<file path="src/rtl/instr_fetch_unit_pkg.sv">
// Shared types and constants for the instruction fetch unit: FSM states,
// the reset NOP encoding and instruction field positions.
package instr_fetch_unit_pkg;

    typedef enum logic [1:0] {
        IDLE  = 2'd0,
        FETCH = 2'd1,
        HOLD  = 2'd2
    } fetch_state_e;

    localparam logic [31:0] NOP_INSTR = 32'h00000013;

    localparam int OPCODE_LSB   = 0;
    localparam int OPCODE_MSB   = 6;
    localparam int FUNCT3_LSB   = 12;
    localparam int FUNCT3_MSB   = 14;
    localparam int FUNCT7_BIT30 = 30;

endpackage

</file>
<file path="src/rtl/instr_fetch_unit_pc_reg.sv">
// Program counter register for the fetch unit: reset load, word-aligned
// redirect (highest priority) and sequential +4 increment.
module fetch_pc_reg #(
    parameter int              PC_W     = 64,
    parameter logic [PC_W-1:0] RESET_PC = '0
) (
    input  logic            clk,
    input  logic            reset,
    input  logic            inc_en_i,
    input  logic            redirect_i,
    input  logic [PC_W-1:0] redirect_pc_i,
    output logic [PC_W-1:0] pc_o
);

    localparam logic [PC_W-1:0] ALIGN_MASK = ~PC_W'(3);
    localparam logic [PC_W-1:0] PC_STEP    = PC_W'(4);

    logic [PC_W-1:0] pc_q;
    logic [PC_W-1:0] pc_d;

    always_comb begin
        pc_d = pc_q;
        if (redirect_i) begin
            pc_d = redirect_pc_i & ALIGN_MASK;
        end else if (inc_en_i) begin
            pc_d = pc_q + PC_STEP;  // wraps naturally at 2^PC_W
        end
    end

    always_ff @(posedge clk or posedge reset) begin
        if (reset) begin
            pc_q <= RESET_PC;
        end else begin
            pc_q <= pc_d;
        end
    end

    assign pc_o = pc_q;

endmodule

</file>
<file path="src/rtl/instr_fetch_unit.sv">
// Instruction fetch unit: IDLE/FETCH/HOLD handshake between instruction memory
// and the control stage. Define FETCH_ICOUNT_EN to add the icount output.
module instr_fetch_unit
    import instr_fetch_unit_pkg::*;
#(
    parameter int              PC_W     = 64,
    parameter logic [PC_W-1:0] RESET_PC = '0
) (
    input  logic            clk,
    input  logic            reset,
    output logic            imem_req,
    output logic [PC_W-1:0] imem_addr,
    input  logic            imem_ready,
    input  logic [31:0]     imem_rdata,
    input  logic            redirect_valid,
    input  logic [PC_W-1:0] redirect_pc,
    output logic            out_valid,
    input  logic            out_ready,
    output logic [6:0]      Opcode,
    output logic [3:0]      Funct,
    output logic [31:0]     instr,
    output logic [PC_W-1:0] pc_out
`ifdef FETCH_ICOUNT_EN
    ,
    output logic [63:0]     icount
`endif
);

    fetch_state_e    state_q;
    logic [31:0]     instr_q;
    logic [PC_W-1:0] pc_out_q;
    logic            imem_req_q;
    logic            out_valid_q;
    logic [PC_W-1:0] pc;
    logic            pc_inc;

    // Only a response that is not overridden by a redirect advances the PC.
    assign pc_inc = (state_q == FETCH) && imem_ready && !redirect_valid;

    fetch_pc_reg #(
        .PC_W     (PC_W),
        .RESET_PC (RESET_PC)
    ) u_pc_reg (
        .clk           (clk),
        .reset         (reset),
        .inc_en_i      (pc_inc),
        .redirect_i    (redirect_valid),
        .redirect_pc_i (redirect_pc),
        .pc_o          (pc)
    );

    always_ff @(posedge clk or posedge reset) begin
        if (reset) begin
            state_q     <= IDLE;
            instr_q     <= NOP_INSTR;
            pc_out_q    <= '0;
            imem_req_q  <= 1'b0;
            out_valid_q <= 1'b0;
        end else if (redirect_valid) begin
            state_q     <= FETCH;
            imem_req_q  <= 1'b1;
            out_valid_q <= 1'b0;
        end else begin
            case (state_q)
                IDLE: begin
                    state_q    <= FETCH;
                    imem_req_q <= 1'b1;
                end
                FETCH: begin
                    if (imem_ready) begin
                        instr_q     <= imem_rdata;
                        pc_out_q    <= pc;
                        state_q     <= HOLD;
                        imem_req_q  <= 1'b0;
                        out_valid_q <= 1'b1;
                    end
                end
                HOLD: begin
                    if (out_ready) begin
                        state_q     <= FETCH;
                        imem_req_q  <= 1'b1;
                        out_valid_q <= 1'b0;
                    end
                end
                default: begin
                    state_q     <= IDLE;
                    imem_req_q  <= 1'b0;
                    out_valid_q <= 1'b0;
                end
            endcase
        end
    end

`ifdef FETCH_ICOUNT_EN
    logic [63:0] icount_q;

    always_ff @(posedge clk or posedge reset) begin
        if (reset) begin
            icount_q <= '0;
        end else if ((state_q == HOLD) && out_ready && !redirect_valid) begin
            icount_q <= icount_q + 64'd1;
        end
    end

    assign icount = icount_q;
`endif

    assign imem_req  = imem_req_q;
    assign imem_addr = pc;
    assign out_valid = out_valid_q;
    assign instr     = instr_q;
    assign pc_out    = pc_out_q;
    assign Opcode    = instr_q[OPCODE_MSB:OPCODE_LSB];
    assign Funct     = {instr_q[FUNCT7_BIT30], instr_q[FUNCT3_MSB:FUNCT3_LSB]};

endmodule

</file>
<file path="config.mk">
export PLATFORM = sky130hd
export DESIGN_NAME = instr_fetch_unit
export DESIGN_NICKNAME = d
export VERILOG_FILES = /design/src/rtl/instr_fetch_unit_pkg.sv /design/src/rtl/instr_fetch_unit_pc_reg.sv /design/src/rtl/instr_fetch_unit.sv
export SDC_FILE = /design/constraint.sdc
export NUM_CORES = 1
export LEC_CHECK = 0
export BUFFER_PORTS_ARGS = -buffer_cell sky130_fd_sc_hd__buf_2
export CAP_MARGIN = 5
export CORE_MARGIN = 2
export CORE_UTILIZATION = 45
export CTS_BUF_LIST = sky130_fd_sc_hd__clkbuf_16
export DETAILED_ROUTE_END_ITERATION = 6
export HOLD_SLACK_MARGIN = 0.1
export PLACE_DENSITY = 0.75
export REMOVE_ABC_BUFFERS = 1
export SETUP_SLACK_MARGIN = 0.3
export SLEW_MARGIN = 0
export SYNTH_ARGS = -nofsm -noshare
export SYNTH_HDL_FRONTEND = slang
export SYNTH_SLANG_ARGS = --single-unit
export TNS_END_PERCENT = 1
</file>
<file path="constraint.sdc">
create_clock -name clk -period 4.56 [get_ports clk]
set_input_delay 0.456 -clock clk [delete_from_list [all_inputs] [get_ports clk]]
set_output_delay 0.456 -clock clk [all_outputs]
set_load 0.02 [all_outputs]
</file>
Word-level counts from Yosys, hierarchy flattened
Cells that the tools add are included.
Widths: inputs -> output; s select.
Storage, ports and cells
  word-level logic and storage cells: 35
  output and inout port bits: 173
  memories kept: 0
  bits in latches: 0
  memory bits (read-only): 0
  register bits: 164
  bits of input ports: 101
  bits in writable memories: 0
Cells by class
  equality and inequality tests: 5
  $add $sub $neg: 1
  $mul: 0
  order comparisons: 0
  div/mod/pow operators: 0
  muxes and demuxes: 14
  shift-type cells: 0
  reduce and logical (&&, ||, !) cells: 8
  bitwise logic cells: 1
Operator list (count)
  $mux 64: 2
  $add 64x3->64 const B: 1
  $mux 1: 6
  $mux 2: 3
  $ne 3x3->1 const B: 2
  $pmux 1 s3: 2
  $pmux 2 s3: 1
  $reduce_and 3->1: 2
  $eq 2x1->1 const B: 1
  $eq 2x2->1 const B: 1
  $logic_and 1x1->1: 2
  $logic_not 2->1: 1
  $ne 2x2->1 const B: 1
  $reduce_and 2->1: 1
  $reduce_bool 2->1: 1
  $logic_not 1->1: 1
  $not 1->1: 1

Logic depth before layout (Yosys ltp)
Gate-level depths: netlist of run 1.
  depth in word-level cells: 5
  gate-level depth with buffers: 7
  mapped depth without buffers: 6

By module
A second synthesis of run 1 with hierarchy kept.
Unflattened totals
  cells, all modules: 645
  area total of the unflattened synthesis: 7714.9 um^2
Modules (own cells, without submodules)
  instr_fetch_unit: instances 1, area each 3967.6 um^2, cells an instance 229, sequential area each 2481.1 um^2
  fetch_pc_reg: instances 1, area each 3747.3 um^2, cells an instance 416, sequential area each 1551.5 um^2

Worst setup path after synthesis of run 1
OpenSTA, ideal clock, no wires.
  path type: flip-flop to flip-flop
  start point: register u_pc_reg.pc_q[26] (netlist: u_pc_reg.pc_o[26])
  end point: register u_pc_reg.pc_q[53] (netlist: u_pc_reg.pc_o[53])
  stages on the path, launching flop included: 7
  arrival time: 2241 ps
  period minus slack after synthesis: 2323 ps
  buffers on the path: 1
  setup time: 82 ps
  slack: 2237 ps
  data required time: 4478 ps
  path through: dfrtp_1 > nand4_2 > or3_4 > or3_4 > buf_6 > or4_1 > a31oi_1
On the way
  word-level cells in the longest chain between the ends: 3
Ends and longest elaborated chain
  start: declaration: RTL line instr_fetch_unit_pc_reg.sv:18  | logic [PC_W-1:0] pc_q;
  start signal: assignment: RTL line instr_fetch_unit_pc_reg.sv:34  | pc_q <= pc_d;
  $add 64x3->64: RTL line instr_fetch_unit_pc_reg.sv:26  | pc_d = pc_q + PC_STEP;
  $mux 64: RTL line instr_fetch_unit_pc_reg.sv:25  | end else if (inc_en_i) begin
  $mux 64: RTL line instr_fetch_unit_pc_reg.sv:23  | if (redirect_i) begin
Every way passes these cells. The select of a mux whose other input is x is not followed.
A chain may end at the register's enable or synchronous reset.

Worst setup path after layout of run 1
  start point: register state_q[1]
  end point: register u_pc_reg.pc_q[59] (netlist: u_pc_reg.pc_o[59])
On the way
  word-level cells in the longest chain between the ends: 4
Ends and longest elaborated chain
  start: declaration: RTL line instr_fetch_unit.sv:29  | fetch_state_e state_q;
  start signal: assignment: RTL line instr_fetch_unit.sv:54  | state_q <= IDLE;
  start signal: assignment: RTL line instr_fetch_unit.sv:60  | state_q <= FETCH;
  start signal: assignment: RTL line instr_fetch_unit.sv:66  | state_q <= FETCH;
  $eq 2x1->1: RTL line instr_fetch_unit.sv:38  | assign pc_inc = (state_q == FETCH) && imem_ready && !redirect_valid;
  $logic_and 1x1->1 (2 in series): RTL line instr_fetch_unit.sv:38
  $reduce_bool 2->1 (no source line)
Every way passes these cells.

==> results of run 1 <==
==> cells by family (layout without fill, tap and decap cells) <==
logic type,after synthesis,after routing,share of synthesized area (%)
and+or+nand+nor,217,217,16.2
buffers and inverters,57,311,3.83
adders and majority gates,1,1,0.167
AOI/OAI and AO/OA,79,79,6.14
xor gates and xnor gates,43,43,5.04
other,1,5,0.0502
DFF,159,159,53.3
muxes,102,102,15.3
==> synthesized netlist by cell type, types with 3 or more instances <==
master / number
sky130_fd_sc_hd__dfrtp_1: 156
sky130_fd_sc_hd__mux2_2: 99
sky130_fd_sc_hd__nand2_1: 64
sky130_fd_sc_hd__o21ai_0: 46
sky130_fd_sc_hd__clkbuf_1: 30
sky130_fd_sc_hd__nand4_1: 30
sky130_fd_sc_hd__nor2_1: 25
sky130_fd_sc_hd__xor2_1: 24
sky130_fd_sc_hd__nand3_1: 23
sky130_fd_sc_hd__xnor2_1: 19
sky130_fd_sc_hd__a31oi_1: 17
sky130_fd_sc_hd__buf_4: 16
sky130_fd_sc_hd__and4_1: 14
sky130_fd_sc_hd__or4_1: 12
sky130_fd_sc_hd__nor4_1: 11
sky130_fd_sc_hd__and3_1: 10
sky130_fd_sc_hd__o31ai_1: 9
sky130_fd_sc_hd__nor3_1: 7
sky130_fd_sc_hd__inv_1: 5
sky130_fd_sc_hd__buf_2: 4
sky130_fd_sc_hd__and2_1: 3
sky130_fd_sc_hd__dfstp_2: 3
sky130_fd_sc_hd__mux2i_1: 3
sky130_fd_sc_hd__nand4_2: 3
sky130_fd_sc_hd__or3_1: 3
==> layout by cell type, fill, tap and decap left out, drive strengths merged, types with 3 or more instances in the layout <==
cell,n
buf,274
nor3,7
or4,12
inv,10
mux2i,3
xnor2,19
conb,4
mux2,99
dfrtp,156
and2,3
o31ai,9
or3,5
clkbuf,17
o21ai,46
nand3,23
a31oi,17
and4,14
nor2,25
nand2,64
clkinv,5
nor4,12
xor2,24
nand4,33
bufinv,3
dfstp,3
and3,10
==> sequential cells by signal, indices dropped and copies added (netlist names) <==
signal,flops
u_pc_reg.pc_o,62
out_valid,1
instr,32
pc_out,62
state_q,2
==> worst paths after layout <==
kind                                 from                end  slack, ps  cells past startpoint
min in group asynchronous           reset           instr[3]        270                      2
min                        redirect_pc[9]   u_pc_reg.pc_o[9]        230                      3
max                            state_q[1]  u_pc_reg.pc_o[59]       1910                      5
max in group asynchronous           reset           instr[0]       3340                      3
min reg2reg                    pc_out[62]         pc_out[62]        500                      1
max reg2reg                    state_q[1]  u_pc_reg.pc_o[59]       1910                      5
==> where the power goes <==
group	switching [mW]	internal [mW]	leakage [nW]	total, mW
clock network	0.589	0.860	0.294	1.45
registers	0.204	1.68	1.88	1.89
logic	0.673	0.459	2.14	1.13
==> through the flow <==
stage          instances  TNS, ps  setup WS (ps)
2_1_floorplan        610   -93940           -698
3_3_place_gp        1104        0           1920
3_5_place_dp        1104        0           1860
4_1_cts             1136        0           1940
5_1_grt             1136        0           1760
6_report            1137        0           1910
==> layout make-up <==
class / count / area, um2 / share of cell area, %
Antenna cell: 1 / 2.50 / 0.0263
Clock buffer: 17 / 425 / 4.48
Clock inverter: 15 / 170 / 1.79
Inverter: 5 / 23.8 / 0.250
Multi-Input combinational cell: 446 / 3220 / 33.9
Sequential cell: 159 / 3980 / 41.9
Tap cell: 220 / 275 / 2.90
Timing Repair Buffer: 274 / 1400 / 14.7
==> worst max-delay path: cells and delay by family (launching register included) <==
kind	cells	cell delay (ps)
DFF	1	410
muxes	1	180
AOI/OAI and AO/OA	1	300
and+or+nand+nor	3	1640
==> routing by layer <==
layer | part of all wire (%) | global-route usage [%]
met1 | 42 | 28.7
met5 | 0 | 0
met3 | 8.1 | 7.36
met4 | 1.5 | 6.69
met2 | 48 | 37.1
==> results.sh, run 1 <==
export IMPL_synthDominantAreaCellType="sky130_fd_sc_hd__dfrtp_1"
export IMPL_final_core_utilization_pct=57.9
export IMPL_post_route_min_period_ps=2650
export IMPL_timing_hold_ws_ps=233
export IMPL_grt_setup_unrepaired="false"
export IMPL_setup_viol=0
export IMPL_power_leakage_nw=4.32
export IMPL_outcome="finished clean"
export IMPL_grt_pass1_vias=6022
export IMPL_post_route_period_util_pct=58.0
export IMPL_route_antenna_remaining_nets=0
export IMPL_cts_max_path_buffers=2
export IMPL_setup_worst_path_class="flop to flop"
export IMPL_drv_max_cap_violation_count=0
export IMPL_filler_cell_count=1421
export IMPL_vdd_ir_drop_max_mv=0.292
export IMPL_yosys_cell_types_count=44
export IMPL_drt_first_iter_violations=278
export IMPL_post_route_cells_drive_above_1_share_pct=45.5
export IMPL_yosys_warnings=0
export IMPL_place_gp_congestion=0.775
export IMPL_design_die_area_mm2=0.0177
export IMPL_floorplan_initialDensity_pct=45.6
export IMPL_ys_dominant_reg_cell="sky130_fd_sc_hd__dfrtp_1"
export IMPL_via_count=6105
export IMPL_clockRootBuffer="sky130_fd_sc_hd__clkbuf_16"
export IMPL_worst_endpoint_arrival_ps=2960
export IMPL_wirelength_mm=19.6
export IMPL_die_y_um=133
export IMPL_yosysTopAreaCellShare_pct=52.2
export IMPL_routed_wire_length_per_instance_um=17.3
export IMPL_cp_end_kind="flop"
export IMPL_port_buffers=267
export IMPL_critical_path_startpoint_type="flop"
export IMPL_clkTransAtPathRegs_ps=60
export IMPL_asyncSetResetFlopFracSynth_pct=100
export IMPL_avgSynthCellArea_um2=11.3
export IMPL_route_detailed_drc=0
export IMPL_timing_max_transition_violations_final=0
export IMPL_cts_buffers_inserted=17
export IMPL_synthTopCellsByArea="sky130_fd_sc_hd__dfrtp_1, sky130_fd_sc_hd__mux2_2, sky130_fd_sc_hd__nand2_1"
export IMPL_drt_pass1_iterations=4
export IMPL_placement_cell_area_mm2=0.00891
export IMPL_die_boundary_width_um=133
export IMPL_ioPinCount=274
export IMPL_synthesis_area_mm2=0.00747
export IMPL_hold_violations=0
export IMPL_cts_tree="built"
export IMPL_timing_clock_skew_ps=12.7
export IMPL_ys_seq_area_share_pct=53.3
export IMPL_design_power_total_mw=4.47
export IMPL_viasPerCell=5.37
export IMPL_synthToLayoutAreaGrowth_pct=27.2
export IMPL_nets=1005
export IMPL_power_per_cell_area_mw_per_mm2=470
export IMPL_post_route_cell_area_mm2=0.00951
export IMPL_dp_hpwl_mm=14.3
export IMPL_list_of_cells_traversed_by_the_critical_path="and3b_1 > nand4b_2 > nor4b_1 > mux2i_1 > a211o_1"
export IMPL_cts_post_setup_buffers_inserted=0
export IMPL_ctsHtreeMaxLevel=4
export IMPL_min_path_type="input port to flop"
export IMPL_critical_path_max_fanout=10
export IMPL_core_area_mm2=0.0164
export IMPL_max_slew_margin_pct=32.9
export IMPL_max_stage_delay_ps=810
export IMPL_critical_path_required_time_ps=4870
export IMPL_quantity_of_gates_resized_following_cts=0
export IMPL_critical_path_slowest_cell="sky130_fd_sc_hd__nor4b_1"
export IMPL_postSynthRegisterBits=159
export IMPL_globalRoute_totalOverflow=0
export IMPL_synth_edff_count=0
export IMPL_cts_hold_fix_buffers=0
export IMPL_first_pass_grt_wire_length_mm=31.5
export IMPL_clock_sink_count=159
export IMPL_syn_instance_count=659
export IMPL_worstSkewPairLatency_ps=430
export IMPL_worst_pin_slew_ps=1010
export IMPL_gr_usage_all_layers_pct=22.6
export IMPL_grt_antenna_before_repair=1
export IMPL_fmax_ghz=0.378
export IMPL_core_rowCount=47
export IMPL_grt_max_degree=115
(Power assumes the default switching activity.)
==> inputs of run 2 (changes only) <==
--- a/config.mk
+++ b/config.mk
@@ -5,14 +5,15 @@
 export SDC_FILE = /design/constraint.sdc
 export NUM_CORES = 1
 export LEC_CHECK = 0
+export ABC_AREA = 1
 export BUFFER_PORTS_ARGS = -buffer_cell sky130_fd_sc_hd__buf_2
 export CAP_MARGIN = 5
 export CORE_MARGIN = 2
-export CORE_UTILIZATION = 45
+export CORE_UTILIZATION = 47
 export CTS_BUF_LIST = sky130_fd_sc_hd__clkbuf_16
 export DETAILED_ROUTE_END_ITERATION = 6
 export HOLD_SLACK_MARGIN = 0.1
-export PLACE_DENSITY = 0.75
+export PLACE_DENSITY = 0.76
 export REMOVE_ABC_BUFFERS = 1
 export SETUP_SLACK_MARGIN = 0.3
 export SLEW_MARGIN = 0
==> constraint.sdc (replaced) <==
create_clock -name clk -period 2.2 [get_ports clk]
set_input_delay 0.22 -clock clk [delete_from_list [all_inputs] [get_ports clk]]
set_output_delay 0.22 -clock clk [all_outputs]
set_load 0.02 [all_outputs]
==> results.sh, run 2 <==
export IMPL_clock_sink_count=159
export IMPL_synth_edff_count=0
export IMPL_fmax_ghz=0.533
export IMPL_clkTransAtPathRegs_ps=60
export IMPL_place_gp_congestion=0.911
export IMPL_timing_clock_skew_ps=12.2
export IMPL_post_route_min_period_ps=1880
export IMPL_synth_top_cells_by_count="sky130_fd_sc_hd__nand2_1, sky130_fd_sc_hd__dfrtp_1, sky130_fd_sc_hd__nor2_1"
export IMPL_power_leakage_nw=5.94
export IMPL_grt_max_degree=65
export IMPL_comb_power_share_pct=29.3
export IMPL_port_buffers=267
export IMPL_cp_end_kind="flop"
export IMPL_floorplan_initialDensity_pct=47.6
export IMPL_route_detailed_drc=3
export IMPL_final_common_cell="sky130_fd_sc_hd__nand2_1"
export IMPL_synth_top_family_by_area="simple AND/OR/NAND/NOR gates"
export IMPL_drt_first_iter_violations=715
export IMPL_wirelength_mm=28.9
export IMPL_asyncSetResetFlopFracSynth_pct=100
export IMPL_yosys_cell_count_top_type="sky130_fd_sc_hd__nand2_1"
export IMPL_net_switching_power_mw=3.76
export IMPL_first_pass_grt_wire_length_mm=45.6
export IMPL_ys_dominant_reg_cell="sky130_fd_sc_hd__dfrtp_1"
export IMPL_sequentialPowerShare_pct=40.1
export IMPL_setup_worst_path_class="flop to flop"
export IMPL_min_path_type="input port to flop"
export IMPL_power_per_cell_area_mw_per_mm2=880
export IMPL_die_boundary_width_um=138
export IMPL_synthToLayoutAreaGrowth_pct=35.7
export IMPL_post_route_period_util_pct=85.3
export IMPL_setup_viol=0
export IMPL_max_slew_margin_pct=55.3
export IMPL_insertedDiodeCount=0
export IMPL_critical_path_slowest_cell="sky130_fd_sc_hd__dfrtp_1"
export IMPL_drt_pass1_iterations=7
export IMPL_post_synth_and_or_nand_nor_area_fraction_pct=37.1
export IMPL_postSynthRegisterBits=159
export IMPL_power_frac_clock_pct=30.6
export IMPL_synthesis_area_mm2=0.00845
export IMPL_via_count=9155
export IMPL_synth_mux_area_fraction_pct=0
export IMPL_mostFrequentLayoutCells="sky130_fd_sc_hd__nand2_1, sky130_fd_sc_hd__buf_2, sky130_fd_sc_hd__dfrtp_1"
export IMPL_cts_buffers_inserted=17
export IMPL_hold_violations=0
export IMPL_post_place_ws_ps=274
export IMPL_synthDominantAreaCellType="sky130_fd_sc_hd__dfrtp_1"
export IMPL_ctsHtreeMaxLevel=4
export IMPL_cts_tree="built"
export IMPL_worstSkewPairLatency_ps=430
export IMPL_vdd_ir_drop_max_mv=0.582
export IMPL_yosys_cell_types_count=32
export IMPL_synthXorXnorAreaFrac_pct=0.207
export IMPL_clockRootBuffer="sky130_fd_sc_hd__clkbuf_16"
export IMPL_synth_adder_area_share_pct=0.148
export IMPL_core_rowCount=49
export IMPL_grt_antenna_before_repair=0
export IMPL_grt_pass1_vias=8725
export IMPL_yosys_warnings=0
export IMPL_dp_hpwl_mm=20.6
export IMPL_ys_seq_area_share_pct=47.1
export IMPL_design_die_area_mm2=0.0191
export IMPL_cellInternalPower_mw=6.33
export IMPL_list_of_cells_traversed_by_the_critical_path="nand2_1 > nor2_2 > nand2_1 > nor2_4 > nand2_1 > o21ai_1 > nand3_1 > nand2_1 > nand2_1"
export IMPL_failing_checks="design-rule violations"
export IMPL_gr_usage_all_layers_pct=29.8
export IMPL_grt_setup_unrepaired="true"
export IMPL_avgSynthCellArea_um2=7.05
export IMPL_core_area_mm2=0.0178
export IMPL_final_core_utilization_pct=64.5
export IMPL_power_switching_share_pct=37.3
export IMPL_viasPerCell=5.18
export IMPL_max_stage_delay_ps=480
export IMPL_nets=1629
export IMPL_timing_max_transition_violations_final=0
export IMPL_syn_instance_count=1199
export IMPL_die_y_um=138
export IMPL_routed_wire_length_per_instance_um=16.3
export IMPL_worst_pin_slew_ps=670
export IMPL_synth_compound_area_share_pct=8.02
export IMPL_globalRoute_totalOverflow=0
export IMPL_ioPinCount=274
export IMPL_critical_path_max_fanout=7
export IMPL_drv_max_cap_violation_count=0
export IMPL_fin_tns_setup_ps=0
export IMPL_critical_path_required_time_ps=2520
export IMPL_route_antenna_remaining_nets=0
export IMPL_outcome="finished, violations left"
export IMPL_cts_max_path_buffers=2
export IMPL_synthTopCellsByArea="sky130_fd_sc_hd__dfrtp_1, sky130_fd_sc_hd__nand2_1, sky130_fd_sc_hd__nor2_1"
export IMPL_yosysTopAreaCellShare_pct=46.2
export IMPL_filler_cell_count=1599
export IMPL_post_route_worst_setup_slack_ps=324
export IMPL_worst_endpoint_arrival_ps=2200
export IMPL_critical_path_startpoint_type="flop"
export IMPL_critical_path_top_cell_by_count="sky130_fd_sc_hd__nand2_1"
export IMPL_post_route_cells_drive_above_1_share_pct=23.8
==> run 2: cell types whose count changed after synthesis, sizes merged, moves of 23 or more <==
cell | before | now
inv | 5 | 89
mux2 | 99 | 0
nand2 | 64 | 522
nand3 | 23 | 79
nand4 | 33 | 10
nor2 | 25 | 150
o2111ai | 0 | 23
==> run 2: routing by layer <==
metal | track usage (%) | routed length, um
met4 | 9.13 | 737
met2 | 50.3 | 13800
met5 | 0 | 0
met3 | 4.71 | 1990
met1 | 39.7 | 12400
==> run 2: power by group through the flow <==
stage,clock [mW],combinational (mW),sequential [mW]
final,3.09,2.96,4.05
after global routing,3.22,3.20,4.13
after CTS,3.13,2.93,4.03
after detailed placement,0,2.81,4.08
after global placement,0,2.77,4.05
after floorplan,0,0.918,4.79
==> run 2: per-stage QoR <==
step	hold WS [ps]	power (mW)	std cells	cell area, um2
6_report	102	10.1	1769	11500
4_1_cts	101	10.1	1767	11400
3_5_place_dp	363	6.89	1659	10000
3_3_place_gp	355	6.83	1659	10000
2_1_floorplan	312	5.71	1144	8180
5_1_grt	107	10.6	1769	11500
==> run 2: path summary, 6_finish.rpt <==
| kind | from | slack [ps] | cells past startpoint | to |
|---|---|---|---|---|
| setup / recovery | u_pc_reg.pc_o[11] | 320 | 9 | u_pc_reg.pc_o[42] |
| hold / removal | redirect_pc[41] | 100 | 5 | u_pc_reg.pc_o[41] |
| setup reg to reg | u_pc_reg.pc_o[11] | 320 | 9 | u_pc_reg.pc_o[42] |
| hold reg to reg | instr[10] | 470 | 2 | instr[10] |
| max in group asynchronous | reset | 1100 | 4 | u_pc_reg.pc_o[61] |
| min in group asynchronous | reset | 450 | 3 | instr[8] |
==> run 2: kinds of logic after synthesis <==
logic type	Yosys count
buffers and inverters	147
flip-flops	159
AO/OA/AOI/OAI	113
adder cells (fa/ha/maj)	1
AND/OR/NAND/NOR	776
other	1
XOR/XNOR	2
==> run 2: worst max-delay path, delay by kind of cell (launching register included) <==
kind,cells,cell delay (ps)
flip-flops,1,480
AO/OA/AOI/OAI,1,140
AND/OR/NAND/NOR,8,1140
==> run 2: layout make-up <==
cell class	count	area [um2]	area share [%]
Tap cell	229	287	2.50
Timing Repair Buffer	364	2330	20.3
Inverter	89	339	2.96
Clock buffer	17	425	3.71
Clock inverter	15	179	1.56
Sequential cell	159	3980	34.7
Multi-Input combinational cell	896	3930	34.3
==> run 2: timing repair <==
item / in CTS / in global routing
hold buffers: 74 / 0
pin swaps: 1 / 3
buffers inserted: 2 / 2
hold endpoints to repair: 133 / 0
resized for setup: 0 / 20
endpoints found under the setup margin: 4 / 41
==> inputs of run 3 (changes only) <==
--- a/config.mk
+++ b/config.mk
@@ -8,12 +8,14 @@
 export ABC_AREA = 1
 export BUFFER_PORTS_ARGS = -buffer_cell sky130_fd_sc_hd__buf_2
 export CAP_MARGIN = 5
+export CELL_PAD_IN_SITES_DETAIL_PLACEMENT = 1
+export CELL_PAD_IN_SITES_GLOBAL_PLACEMENT = 1
 export CORE_MARGIN = 2
-export CORE_UTILIZATION = 47
+export CORE_UTILIZATION = 32
 export CTS_BUF_LIST = sky130_fd_sc_hd__clkbuf_16
 export DETAILED_ROUTE_END_ITERATION = 6
 export HOLD_SLACK_MARGIN = 0.1
-export PLACE_DENSITY = 0.76
+export PLACE_DENSITY = 0.74
 export REMOVE_ABC_BUFFERS = 1
 export SETUP_SLACK_MARGIN = 0.3
 export SLEW_MARGIN = 0
==> results.sh, run 3 (same netlist as run 2, synthesis figures left out) <==
export IMPL_fmax_ghz=0.517
export IMPL_die_y_um=167
export IMPL_route_detailed_drc=0
export IMPL_drt_pass1_iterations=5
export IMPL_post_route_min_period_ps=1930
export IMPL_final_core_utilization_pct=44.8
export IMPL_cts_tree="built"
export IMPL_place_gp_congestion=0.905
export IMPL_gr_usage_all_layers_pct=24.7
export IMPL_register_area_mm2=0.00398
export IMPL_ctsHtreeMaxLevel=4
export IMPL_viasPerCell=4.93
export IMPL_cts_buffers_inserted=17
export IMPL_area_of_combinational_cells_with_multiple_inputs_mm2=0.00390
export IMPL_grt_setup_unrepaired="true"
export IMPL_globalRoute_totalOverflow=0
export IMPL_critical_path_top_cell_by_count="sky130_fd_sc_hd__nand2_1"
export IMPL_design_power_total_mw=10.3
export IMPL_cts_max_path_buffers=2
export IMPL_routed_wire_length_per_instance_um=18.1
export IMPL_max_slew_margin_pct=53.3
export IMPL_fin_tns_setup_ps=0
export IMPL_setup_viol=0
export IMPL_outcome="finished clean"
export IMPL_die_boundary_width_um=167
export IMPL_post_route_period_util_pct=87.9
export IMPL_floorplan_initialDensity_pct=32.5
export IMPL_critical_path_max_fanout=5
export IMPL_grt_pass1_vias=9643
export IMPL_grt_max_degree=87
export IMPL_filler_cell_count=3292
export IMPL_list_of_cells_traversed_by_the_critical_path="nand2_1 > nor2_2 > nand2_1 > nor2_1 > buf_4 > nand2_1 > o21ai_1 > nand3_1 > nand2_1 > nand2_1"
export IMPL_post_route_cells_drive_above_1_share_pct=23.9
export IMPL_critical_path_startpoint_type="flop"
export IMPL_cp_end_kind="flop"
export IMPL_power_per_cell_area_mw_per_mm2=885
export IMPL_post_route_cell_area_mm2=0.0117
export IMPL_core_rowCount=59
export IMPL_power_leakage_nw=5.98
export IMPL_vdd_ir_drop_max_mv=0.356
export IMPL_via_count=9278
export IMPL_grt_antenna_before_repair=0
export IMPL_min_path_type="input port to flop"
export IMPL_drv_max_cap_violation_count=0
export IMPL_ioPinCount=274
export IMPL_placement_cell_area_mm2=0.0102
export IMPL_setup_worst_path_class="flop to flop"
export IMPL_critical_path_slowest_cell="sky130_fd_sc_hd__dfrtp_1"
export IMPL_hold_violations=0
export IMPL_timing_hold_ws_ps=100
export IMPL_port_buffers=267
export IMPL_dp_hpwl_mm=24.6
export IMPL_worst_pin_slew_ps=701
export IMPL_insertedDiodeCount=0
export IMPL_critical_path_required_time_ps=2530
export IMPL_max_stage_delay_ps=450
export IMPL_wirelength_mm=34.1
export IMPL_route_antenna_remaining_nets=0
export IMPL_design_die_area_mm2=0.0277
export IMPL_timing_clock_skew_ps=9.99
export IMPL_timing_max_transition_violations_final=0
export IMPL_clkTransAtPathRegs_ps=70
export IMPL_drt_first_iter_violations=655
export IMPL_first_pass_grt_wire_length_mm=54.2
export IMPL_synthToLayoutAreaGrowth_pct=37.8
export IMPL_clockRootBuffer="sky130_fd_sc_hd__clkbuf_16"
export IMPL_worstSkewPairLatency_ps=440
export IMPL_nets=1636
export IMPL_mostFrequentLayoutCells="sky130_fd_sc_hd__nand2_1, sky130_fd_sc_hd__buf_2, sky130_fd_sc_hd__dfrtp_1"
export IMPL_final_common_cell="sky130_fd_sc_hd__nand2_1"
export IMPL_clock_sink_count=159
export IMPL_core_area_mm2=0.0260
export IMPL_worst_endpoint_arrival_ps=2260
-- run 3: final timing paths --
path / startpoint / slack [ps] / cells past startpoint / endpoint
setup / recovery: u_pc_reg.pc_o[35] / 270 / 10 / u_pc_reg.pc_o[63]
hold / removal: redirect_pc[63] / 100 / 5 / u_pc_reg.pc_o[63]
setup reg to reg: u_pc_reg.pc_o[35] / 270 / 10 / u_pc_reg.pc_o[63]
hold reg to reg: instr[4] / 480 / 2 / instr[4]
max in group asynchronous: reset / 1090 / 4 / u_pc_reg.pc_o[48]
min in group asynchronous: reset / 450 / 3 / instr[16]
-- run 3: timing repair --
action,4_1_cts,5_1_grt
gates resized for setup,1,9
endpoints found under the setup margin,13,71
setup buffers,0,6
hold endpoints to repair,128,0
pin swaps,1,5
hold buffers,70,0
-- run 3: final cells by class --
class | count | share of cell area [%]
Sequential cell | 159 | 34.2
Timing Repair Buffer | 371 | 20.5
Tap cell | 335 | 3.60
Clock buffer | 17 | 3.65
Inverter | 89 | 2.91
Multi-Input combinational cell | 896 | 33.5
Clock inverter | 15 | 1.65
-- run 3: report_power, final --
group	internal [mW]	switching [mW]	total, mW
clock network	1.90	1.34	3.24
logic	1.02	2.01	3.02
registers	3.52	0.539	4.06
total	6.43	3.88	10.3
-- run 3: critical path: cells and delay by family (launching register included) --
kind / cells / cell delay (ps)
buf+inv: 1 / 190
flops: 1 / 450
compound gates: 1 / 140
simple gates: 8 / 1040
-- run 3: routing by layer --
metal | vias up | share of wire [%] | track usage (%)
met5 | - | 0 | 0
met4 | 0 | 2.0 | 6.52
met3 | 41 | 5.0 | 4.33
met2 | 282 | 48 | 41.4
met1 | 4507 | 45 | 33.0
li1 | 4448 | - | -
-- run 3: metrics by stage --
stage	instances	setup WS [ps]
3_3_place_gp	1774	290
3_5_place_dp	1774	226
5_1_grt	1882	119
4_1_cts	1876	241
6_report	1882	266
2_1_floorplan	1144	-3510
